### src/rtl/pipe_hazard_ctrl_pkg.sv
// rtl/pipe_hazard_ctrl_pkg.sv - shared CPU defines: register address width, hazard FSM states, NOP encoding
`ifndef RegAddrWidth
`define RegAddrWidth 5
`endif

package pipe_hazard_ctrl_pkg;

  localparam int unsigned REG_ADDR_W = `RegAddrWidth;

  typedef enum logic [1:0] {
    ST_RUN      = 2'd0,
    ST_MC_WAIT  = 2'd1,
    ST_MC_DRAIN = 2'd2
  } hz_state_e;

  // sll $0,$0,0 -- what a bubbled pipeline register carries
  localparam logic [31:0] NOP_INSTR = 32'h0000_0000;

endpackage

### src/rtl/pipe_hazard_ctrl_hazard_cmp.sv
// rtl/pipe_hazard_ctrl_hazard_cmp.sv - combinational load-use comparator between EX load and ID sources
module hazard_cmp
  import pipe_hazard_ctrl_pkg::*;
(
  input  logic [REG_ADDR_W-1:0] id_rs_addr_i,
  input  logic [REG_ADDR_W-1:0] id_rt_addr_i,
  input  logic                  id_uses_rs_i,
  input  logic                  id_uses_rt_i,
  input  logic                  ex_read_mem_i,
  input  logic [REG_ADDR_W-1:0] ex_rt_i,
  output logic                  load_use_o
);

  logic rs_hit;
  logic rt_hit;

  assign rs_hit = id_uses_rs_i && (id_rs_addr_i == ex_rt_i);
  assign rt_hit = id_uses_rt_i && (id_rt_addr_i == ex_rt_i);

  // $0 is hardwired, so a load into it never produces a value worth waiting for
  assign load_use_o = ex_read_mem_i && (ex_rt_i != '0) && (rs_hit || rt_hit);

endmodule

### src/rtl/pipe_hazard_ctrl.sv
// rtl/pipe_hazard_ctrl.sv - pipeline stall/bubble/flush control with multicycle handshake
// Optional multicycle timeout/abort enabled by HAZARD_MC_TIMEOUT_EN.
module pipe_hazard_ctrl
  import pipe_hazard_ctrl_pkg::*;
#(
  parameter int unsigned MC_TIMEOUT = 64
) (
  input  logic                  clk,
  input  logic                  rst,
  input  logic [REG_ADDR_W-1:0] id_rs_addr,
  input  logic [REG_ADDR_W-1:0] id_rt_addr,
  input  logic                  id_uses_rs,
  input  logic                  id_uses_rt,
  input  logic                  id_branch_taken,
  input  logic                  ex_ReadMem,
  input  logic [REG_ADDR_W-1:0] ex_rt,
  input  logic                  ex_mc_req,
  input  logic                  mc_done,
  output logic                  pc_stall,
  output logic                  ifid_stall,
  output logic                  idex_stall,
  output logic                  idex_bubble,
  output logic                  exmem_bubble,
  output logic                  ifid_flush,
  output logic                  mc_start,
  output logic                  mc_abort
);

  if (MC_TIMEOUT < 1) begin : g_bad_timeout
    $error("MC_TIMEOUT must be at least 1");
  end

  hz_state_e state_q, state_d;
  logic      load_use;
  logic      in_run;
  logic      mc_hold;
  logic      lu_stall;
  logic      timeout_hit;

  hazard_cmp u_hazard_cmp (
    .id_rs_addr_i  (id_rs_addr),
    .id_rt_addr_i  (id_rt_addr),
    .id_uses_rs_i  (id_uses_rs),
    .id_uses_rt_i  (id_uses_rt),
    .ex_read_mem_i (ex_ReadMem),
    .ex_rt_i       (ex_rt),
    .load_use_o    (load_use)
  );

  // Outputs are gated by rst so nothing leaks through from live inputs during reset
  assign in_run   = rst && (state_q == ST_RUN);
  assign mc_hold  = (in_run && ex_mc_req) || (rst && (state_q == ST_MC_WAIT));
  assign lu_stall = in_run && !ex_mc_req && load_use;

  assign pc_stall     = mc_hold || lu_stall;
  assign ifid_stall   = mc_hold || lu_stall;
  assign idex_stall   = mc_hold;
  assign idex_bubble  = lu_stall;
  assign exmem_bubble = mc_hold;
  assign ifid_flush   = rst && id_branch_taken && !(mc_hold || lu_stall);
  assign mc_start     = in_run && ex_mc_req;
  assign mc_abort     = rst && timeout_hit;

  always_comb begin
    state_d = state_q;
    case (state_q)
      ST_RUN:      if (ex_mc_req) state_d = ST_MC_WAIT;
      ST_MC_WAIT:  if (mc_done || timeout_hit) state_d = ST_MC_DRAIN;
      ST_MC_DRAIN: state_d = ST_RUN;
      default:     state_d = ST_RUN;
    endcase
  end

  always_ff @(posedge clk or negedge rst) begin
    if (!rst) begin
      state_q <= ST_RUN;
    end else begin
      state_q <= state_d;
    end
  end

`ifdef HAZARD_MC_TIMEOUT_EN
  localparam int unsigned CNT_W = $clog2(MC_TIMEOUT + 1);

  logic [CNT_W-1:0] cnt_q, cnt_d;

  // cnt_q holds the 1-based index of the current MC_WAIT cycle; mc_done on the last cycle wins
  assign timeout_hit = (state_q == ST_MC_WAIT) && !mc_done && (cnt_q == CNT_W'(MC_TIMEOUT));

  always_comb begin
    cnt_d = '0;
    if (state_q == ST_RUN && ex_mc_req) begin
      cnt_d = CNT_W'(1);
    end else if (state_q == ST_MC_WAIT && state_d == ST_MC_WAIT) begin
      cnt_d = cnt_q + CNT_W'(1);
    end
  end

  always_ff @(posedge clk or negedge rst) begin
    if (!rst) begin
      cnt_q <= '0;
    end else begin
      cnt_q <= cnt_d;
    end
  end
`else
  assign timeout_hit = 1'b0;
`endif

endmodule
### config.mk
export PLATFORM = sky130hd
export DESIGN_NAME = pipe_hazard_ctrl
export DESIGN_NICKNAME = d
export VERILOG_FILES = /design/src/rtl/pipe_hazard_ctrl_pkg.sv /design/src/rtl/pipe_hazard_ctrl_hazard_cmp.sv /design/src/rtl/pipe_hazard_ctrl.sv
export SDC_FILE = /design/constraint.sdc
export NUM_CORES = 1
export LEC_CHECK = 0
export BUFFER_PORTS_ARGS = -buffer_cell sky130_fd_sc_hd__buf_2
export CORE_AREA = 2 2 39 41
export CTS_CLUSTER_SIZE = 12
export DETAILED_ROUTE_END_ITERATION = 10
export DIE_AREA = 0 0 41 43
export GPL_TIMING_DRIVEN = 0
export PLACE_DENSITY = 0.55
export SLEW_MARGIN = 20
export SYNTH_ARGS = -nofsm -noshare
export SYNTH_HDL_FRONTEND = slang
export SYNTH_SLANG_ARGS = --single-unit
export TNS_END_PERCENT = 1
### constraint.sdc
create_clock -name clk -period 2.15 [get_ports clk]
set_clock_uncertainty 0.1 [all_clocks]
set_input_delay 0.43 -clock clk [delete_from_list [all_inputs] [get_ports clk]]
set_output_delay 0.43 -clock clk [all_outputs]
set_load 0.005 [all_outputs]
Word-level counts from Yosys, hierarchy flattened
Index checks and enable logic that the tools add are counted.
{"block": "word_totals", "out_inout_bits": 8, "wordCells": 28, "ff_bits": 2, "inputBits": 23}
{"block": "op_classes", "n_reduce_logical": 19, "muxes": 3, "n_eq_ne": 5}
{"cell": "logical AND 1 bit", "n": 11}
{"cell": "== test 5 bit", "n": 2}
{"cell": "nonzero test 5 bit", "n": 1}
{"cell": "two-way mux 2 bit", "n": 2}
{"cell": "inequality test 2 bit, second input constant", "n": 2}
{"cell": "case mux 2 bit (2 select lines)", "n": 1}
{"cell": "logical OR 1 bit", "n": 3}
{"cell": "== test 2 x 1 -> 1 bit, second input constant", "n": 1}
{"cell": "zero test 1 bit", "n": 2}
{"cell": "zero test 2 bit", "n": 1}
{"cell": "AND reduction 2 bit", "n": 1}

Longest topological paths before layout
{"block": "logic_depth", "word_depth": 8, "mapped_depth": 5, "ltp_nobuf": 4}

Modules after synthesis
From an unflattened synthesis, not the netlist that was laid out.
{"block": "hier_totals", "cells_unflattened": 34, "area_unflattened_um2": 306.5}
{"mod": "pipe_hazard_ctrl", "area_per_inst_um2": 172.7, "seq_area_each_um2": 50.0, "n_inst": 1, "cells_each": 17}
{"mod": "hazard_cmp", "area_per_inst_um2": 133.9, "seq_area_each_um2": 0.0, "n_inst": 1, "cells_each": 17}

Least setup slack after synthesis
OpenSTA, ideal clock, no wires.
{"block": "synth_path", "path_kind": "input -> output", "from": "in ex_rt[1]", "to": "out pc_stall", "n_path_buf": 1, "stages": 4, "arrival_ns": 1.467, "required_time_ns": 1.620, "setup_slack_ns": 0.153, "path_cell_list": "or4_1 > o2111ai_2 > o21ai_0 > buf_4"}
{"block": "synth_via", "elab_chain_len": 6, "elab_cells_between_ends": 10, "cone_classes": "eq/ne (2); reduce/logical (8)"}
{"element": "from (decl)", "line": "pipe_hazard_ctrl.sv:16", "text": "input logic [REG_ADDR_W-1:0] ex_rt,"}
{"element": "== test 5 bit (on tied branches)", "line": "pipe_hazard_ctrl_hazard_cmp.sv:17, pipe_hazard_ctrl_hazard_cmp.sv:18"}
{"element": "logical AND 1 bit (on tied branches)", "line": "pipe_hazard_ctrl_hazard_cmp.sv:17, pipe_hazard_ctrl_hazard_cmp.sv:18"}
{"element": "logical OR 1 bit", "line": "pipe_hazard_ctrl_hazard_cmp.sv:21", "text": "assign load_use_o = ex_read_mem_i && (ex_rt_i != '0) && (rs_hit || rt_hit);"}
{"element": "logical AND 1 bit *", "line": "pipe_hazard_ctrl_hazard_cmp.sv:21"}
{"element": "logical AND 1 bit *", "line": "pipe_hazard_ctrl.sv:53", "text": "assign lu_stall = in_run && !ex_mc_req && load_use;"}
{"element": "logical OR 1 bit *"}
{"element": "to (decl)", "line": "pipe_hazard_ctrl.sv:19", "text": "output logic pc_stall,"}
Mark *: on every way between the ends. The rest lies on a longest branch, timed or not.

Worst setup path in the final report
{"block": "layout_path", "from": "in ex_rt[1]", "to": "out ifid_flush"}
{"block": "layout_via", "elab_chain_len": 8, "elab_cells_between_ends": 12, "cone_classes": "eq/ne (2); reduce/logical (10)"}
{"element": "== test 5 bit (on tied branches)", "line": "pipe_hazard_ctrl_hazard_cmp.sv:17, pipe_hazard_ctrl_hazard_cmp.sv:18"}
{"element": "logical AND 1 bit (on tied branches)", "line": "pipe_hazard_ctrl_hazard_cmp.sv:17, pipe_hazard_ctrl_hazard_cmp.sv:18"}
{"element": "logical OR 1 bit", "line": "pipe_hazard_ctrl_hazard_cmp.sv:21"}
{"element": "logical AND 1 bit *", "line": "pipe_hazard_ctrl_hazard_cmp.sv:21"}
{"element": "logical AND 1 bit *", "line": "pipe_hazard_ctrl.sv:53"}
{"element": "logical OR 1 bit *", "line": "pipe_hazard_ctrl.sv:60", "text": "assign ifid_flush = rst && id_branch_taken && !(mc_hold || lu_stall);"}
{"element": "zero test 1 bit *", "line": "pipe_hazard_ctrl.sv:60"}
{"element": "logical AND 1 bit *", "line": "pipe_hazard_ctrl.sv:60"}
{"element": "to (decl)", "line": "pipe_hazard_ctrl.sv:24", "text": "output logic ifid_flush,"}
Marks and branches as above.

==> results.json <==
{
  "status": "completed",
  "wl_um": 765,
  "hold_class": "reg2reg",
  "worstPathMaxFanout": 3,
  "cts_buffers": 3,
  "yosys.area.top_type": "xor2_1",
  "rsz0062_at_grt": "yes",
  "syn_area_sq_um": 276.5,
  "final_layout_size_suffix_gt1_share_pct": 62.12,
  "cts_tree": "done",
  "wl_met2_um": 419,
  "ys_seq_elements": 2,
  "instances_no_fill": 82,
  "via_per_inst": 4.134,
  "r2r_slack_ns": 1.20,
  "num_vias": 339,
  "route.layer.met1.wl_um": 275,
  "crit-reg2reg-launch": "state_q[0]$_DFFE_PN0P_",
  "vdd_drop_max_v": 0.0003560,
  "synthesis.nets": 56,
  "core_sq_mm": 0.001384,
  "yosysMostFrequentCell": "xor2_1",
  "switching_share_pct": 32.95,
  "clkLatencyLatePin_ns": 0.22,
  "synth.area.mux_share_pct": 0,
  "drv_slew": 0,
  "die_y_um": 43,
  "finalCriticalPeriod_ns": 2.148,
  "max_stage_delay_ns": 0.53,
  "worstRegToRegCells": 2,
  "drcViolationCount": 0,
  "synthToLayoutAreaGrowth_pct": 95.93,
  "clkTransAtPathRegs_ns": 0.03,
  "routed-wl-met3_um": 70,
  "avgSynthCellArea_sq_um": 8.379,
  "pwr-share-comb_pct": 47.4,
  "synth_edf_count": 0,
  "crit_chain": "buf_8, or4_4, o2111ai_4, o2111a_1, buf_2",
  "critPathKind": "in2out",
  "worstPathArrival_ns": 1.62,
  "final.setup.tns_ns": 0,
  "hold_violations": 0,
  "startpoint_type": "primary input",
  "first_global_vias": 345,
  "synth_compound_area_share_pct": 16.29,
  "largest_reg_flops": 2,
  "top_regs": "state_q: 2 flops",
  "initial_utilization_pct": 19.98,
  "port_buffers": 29,
  "place_area_sq_um": 441.7,
  "cpMaxStageDelayCell": "or4_4",
  "maxCapViolations": 0,
  "rows": 14,
  "boundaryPins": 31,
  "grt_pass1_wl_mm": 1.255,
  "clock_path_buffers": 2,
  "grt_antenna_before_repair": 0,
  "top_layer": "met3",
  "dieWidth_um": 41,
  "dr.first_iter.drc_count": 2,
  "whs_ns": 0.3452,
  "cts.sinks": 2,
  "clock.fmax_ghz": 0.4656,
  "endpoint": "ifid_flush",
  "synth_top_family_by_area": "XOR/XNOR gates",
  "yosys.area.top_type_share_pct": 25.34,
  "diodes": 0,
  "grt_util_all_layers_pct": 10.64,
  "synthCells": 33,
  "ys_top_cells_by_count": "8 x xor2_1, 3 x buf_4, 3 x nor2_1",
  "finalInstanceArea_sq_um": 541.8,
  "die_area_sq_mm": 0.001763,
  "synth_top_flop_cell": "dfrtp_1",
  "synth_area_leaders": "xor2_1 25%, dfrtp_1 18%, buf_4 8.1%, xnor2_1 6.3%, o2111ai_2 5.4%",
  "hpwl_um": 636.8,
  "synth_fa_ha_area_share_pct": 0,
  "synth_xor_area_share_pct": 31.67,
  "post-route-period-util_pct": 99.90,
  "nets": 91,
  "setup_viol_count_final": 0,
  "clkPwrFrac_pct": 30.0,
  "grt_max_degree": 5,
  "r2r_end": "state_q[0]$_DFFE_PN0P_",
  "async_reset_ff_share_pct": 100.0,
  "grt_overflow": 0,
  "synth_simple_gate_area_share_pct": 23.08,
  "cts_root_buf": "clkbuf_4",
  "switching_power_uw": 88.77,
  "cellPowerDensity_mw_per_mm2": 497.3,
  "internal-power_uw": 180.7,
  "place_inst": 78,
  "critPathRequiredTime_ns": 1.62,
  "ys_types": 18,
  "post_drt_wl_per_cell_um": 9.329,
  "endpoint_kind": "output port",
  "routabilityCongestion": 0.6058,
  "yosysWarnings": 0,
  "drtAntennaViolNets": 0,
  "p_leak_nw": 0.2731,
  "seq_area_frac_synth_pct": 18.10,
  "drt-pass1-iter-count": 4,
  "sequentialPowerShare_pct": 22.6,
  "worstSetupStartpoint": "ex_rt[1]",
  "htree_levels": 1,
  "top_register": "state_q"
}
## metal layers
metal | track usage, % | up-vias
li1 | - | 177
met1 | 10.29 | 146
met2 | 16.88 | 16
met3 | 5.759 | 0
met4 | 6.000 | 0
met5 | 0 | -
## layout by cell type (no fill, tap or decap), drive strengths merged, types with 2 or more instances in the layout
cell type | synthesis | routed
buf | 3 | 31
clkbuf | 0 | 4
dfrtp | 2 | 2
nor2 | 3 | 3
nor4 | 2 | 2
o21ai | 2 | 2
xnor2 | 2 | 2
xor2 | 8 | 8
## through the flow
stage	power (mW)	utilization [%]	setup WS (ns)
after floorplan	0.1200	-	0.1533
after global placement	0.1727	31.92	-0.1425
after detailed placement	0.1722	31.92	-0.1402
after CTS	0.2635	35.53	-0.03635
after global routing	0.2949	39.15	-0.04062
final	0.2694	39.15	0.002193
## how the worst min path moves through the flow
| stage | start | endpoint | slack [ns] | cells past startpoint |
|---|---|---|---|---|
| floorplan | rst | state_q[0]$_DFFE_PN0P_ | 0.03 | 0 |
| global placement | rst | state_q[0]$_DFFE_PN0P_ | 0.13 | 1 |
| detailed placement | rst | state_q[0]$_DFFE_PN0P_ | 0.13 | 1 |
| CTS | mc_done | state_q[1]$_DFFE_PN0P_ | 0.34 | 3 |
| global route | mc_done | state_q[1]$_DFFE_PN0P_ | 0.36 | 3 |
| finish | state_q[1]$_DFFE_PN0P_ | state_q[1]$_DFFE_PN0P_ | 0.35 | 1 |
## cell families (layout without fill, tap and decap cells)
kind of cell,count (synthesis),in the layout
AND/OR/NAND/NOR,11,11
XOR/XNOR,10,10
AO/OA/AOI/OAI,5,5
buffers and inverters,4,37
flip-flops,2,2
other,1,1
## critical path: cells and delay by family
family	cells	cell delay (ns)
AND/OR/NAND/NOR	1	0.53
AO/OA/AOI/OAI	2	0.46
buffers and inverters	2	0.20
## what timing repair did
item,4_1_cts,5_1_grt
endpoints found under the hold margin,2,0
buffers inserted,0,1
hold buffers,1,0
setup endpoints to repair,3,3
gates resized for setup,5,9
pin swaps,3,6
## power groups by stage
stage / registers [mW] / logic [mW] / clock network (mW)
finish: 0.0609 / 0.128 / 0.0809
global route: 0.0625 / 0.141 / 0.0910
detailed placement: 0.0609 / 0.111 / 0
floorplan: 0.0587 / 0.0613 / 0
CTS: 0.0607 / 0.118 / 0.0852
global placement: 0.0606 / 0.112 / 0
## cell type report
class	instances	area, sq um
fillers	146	842.1
multi-input cells	27	249.0
repair buffers	31	181.4
flip-flops and latches	2	50.05
clock buffers	3	22.52
well taps	16	20.02
plain buffers	2	15.01
inverters	1	3.754
Power figures use the tool's default switching activity.
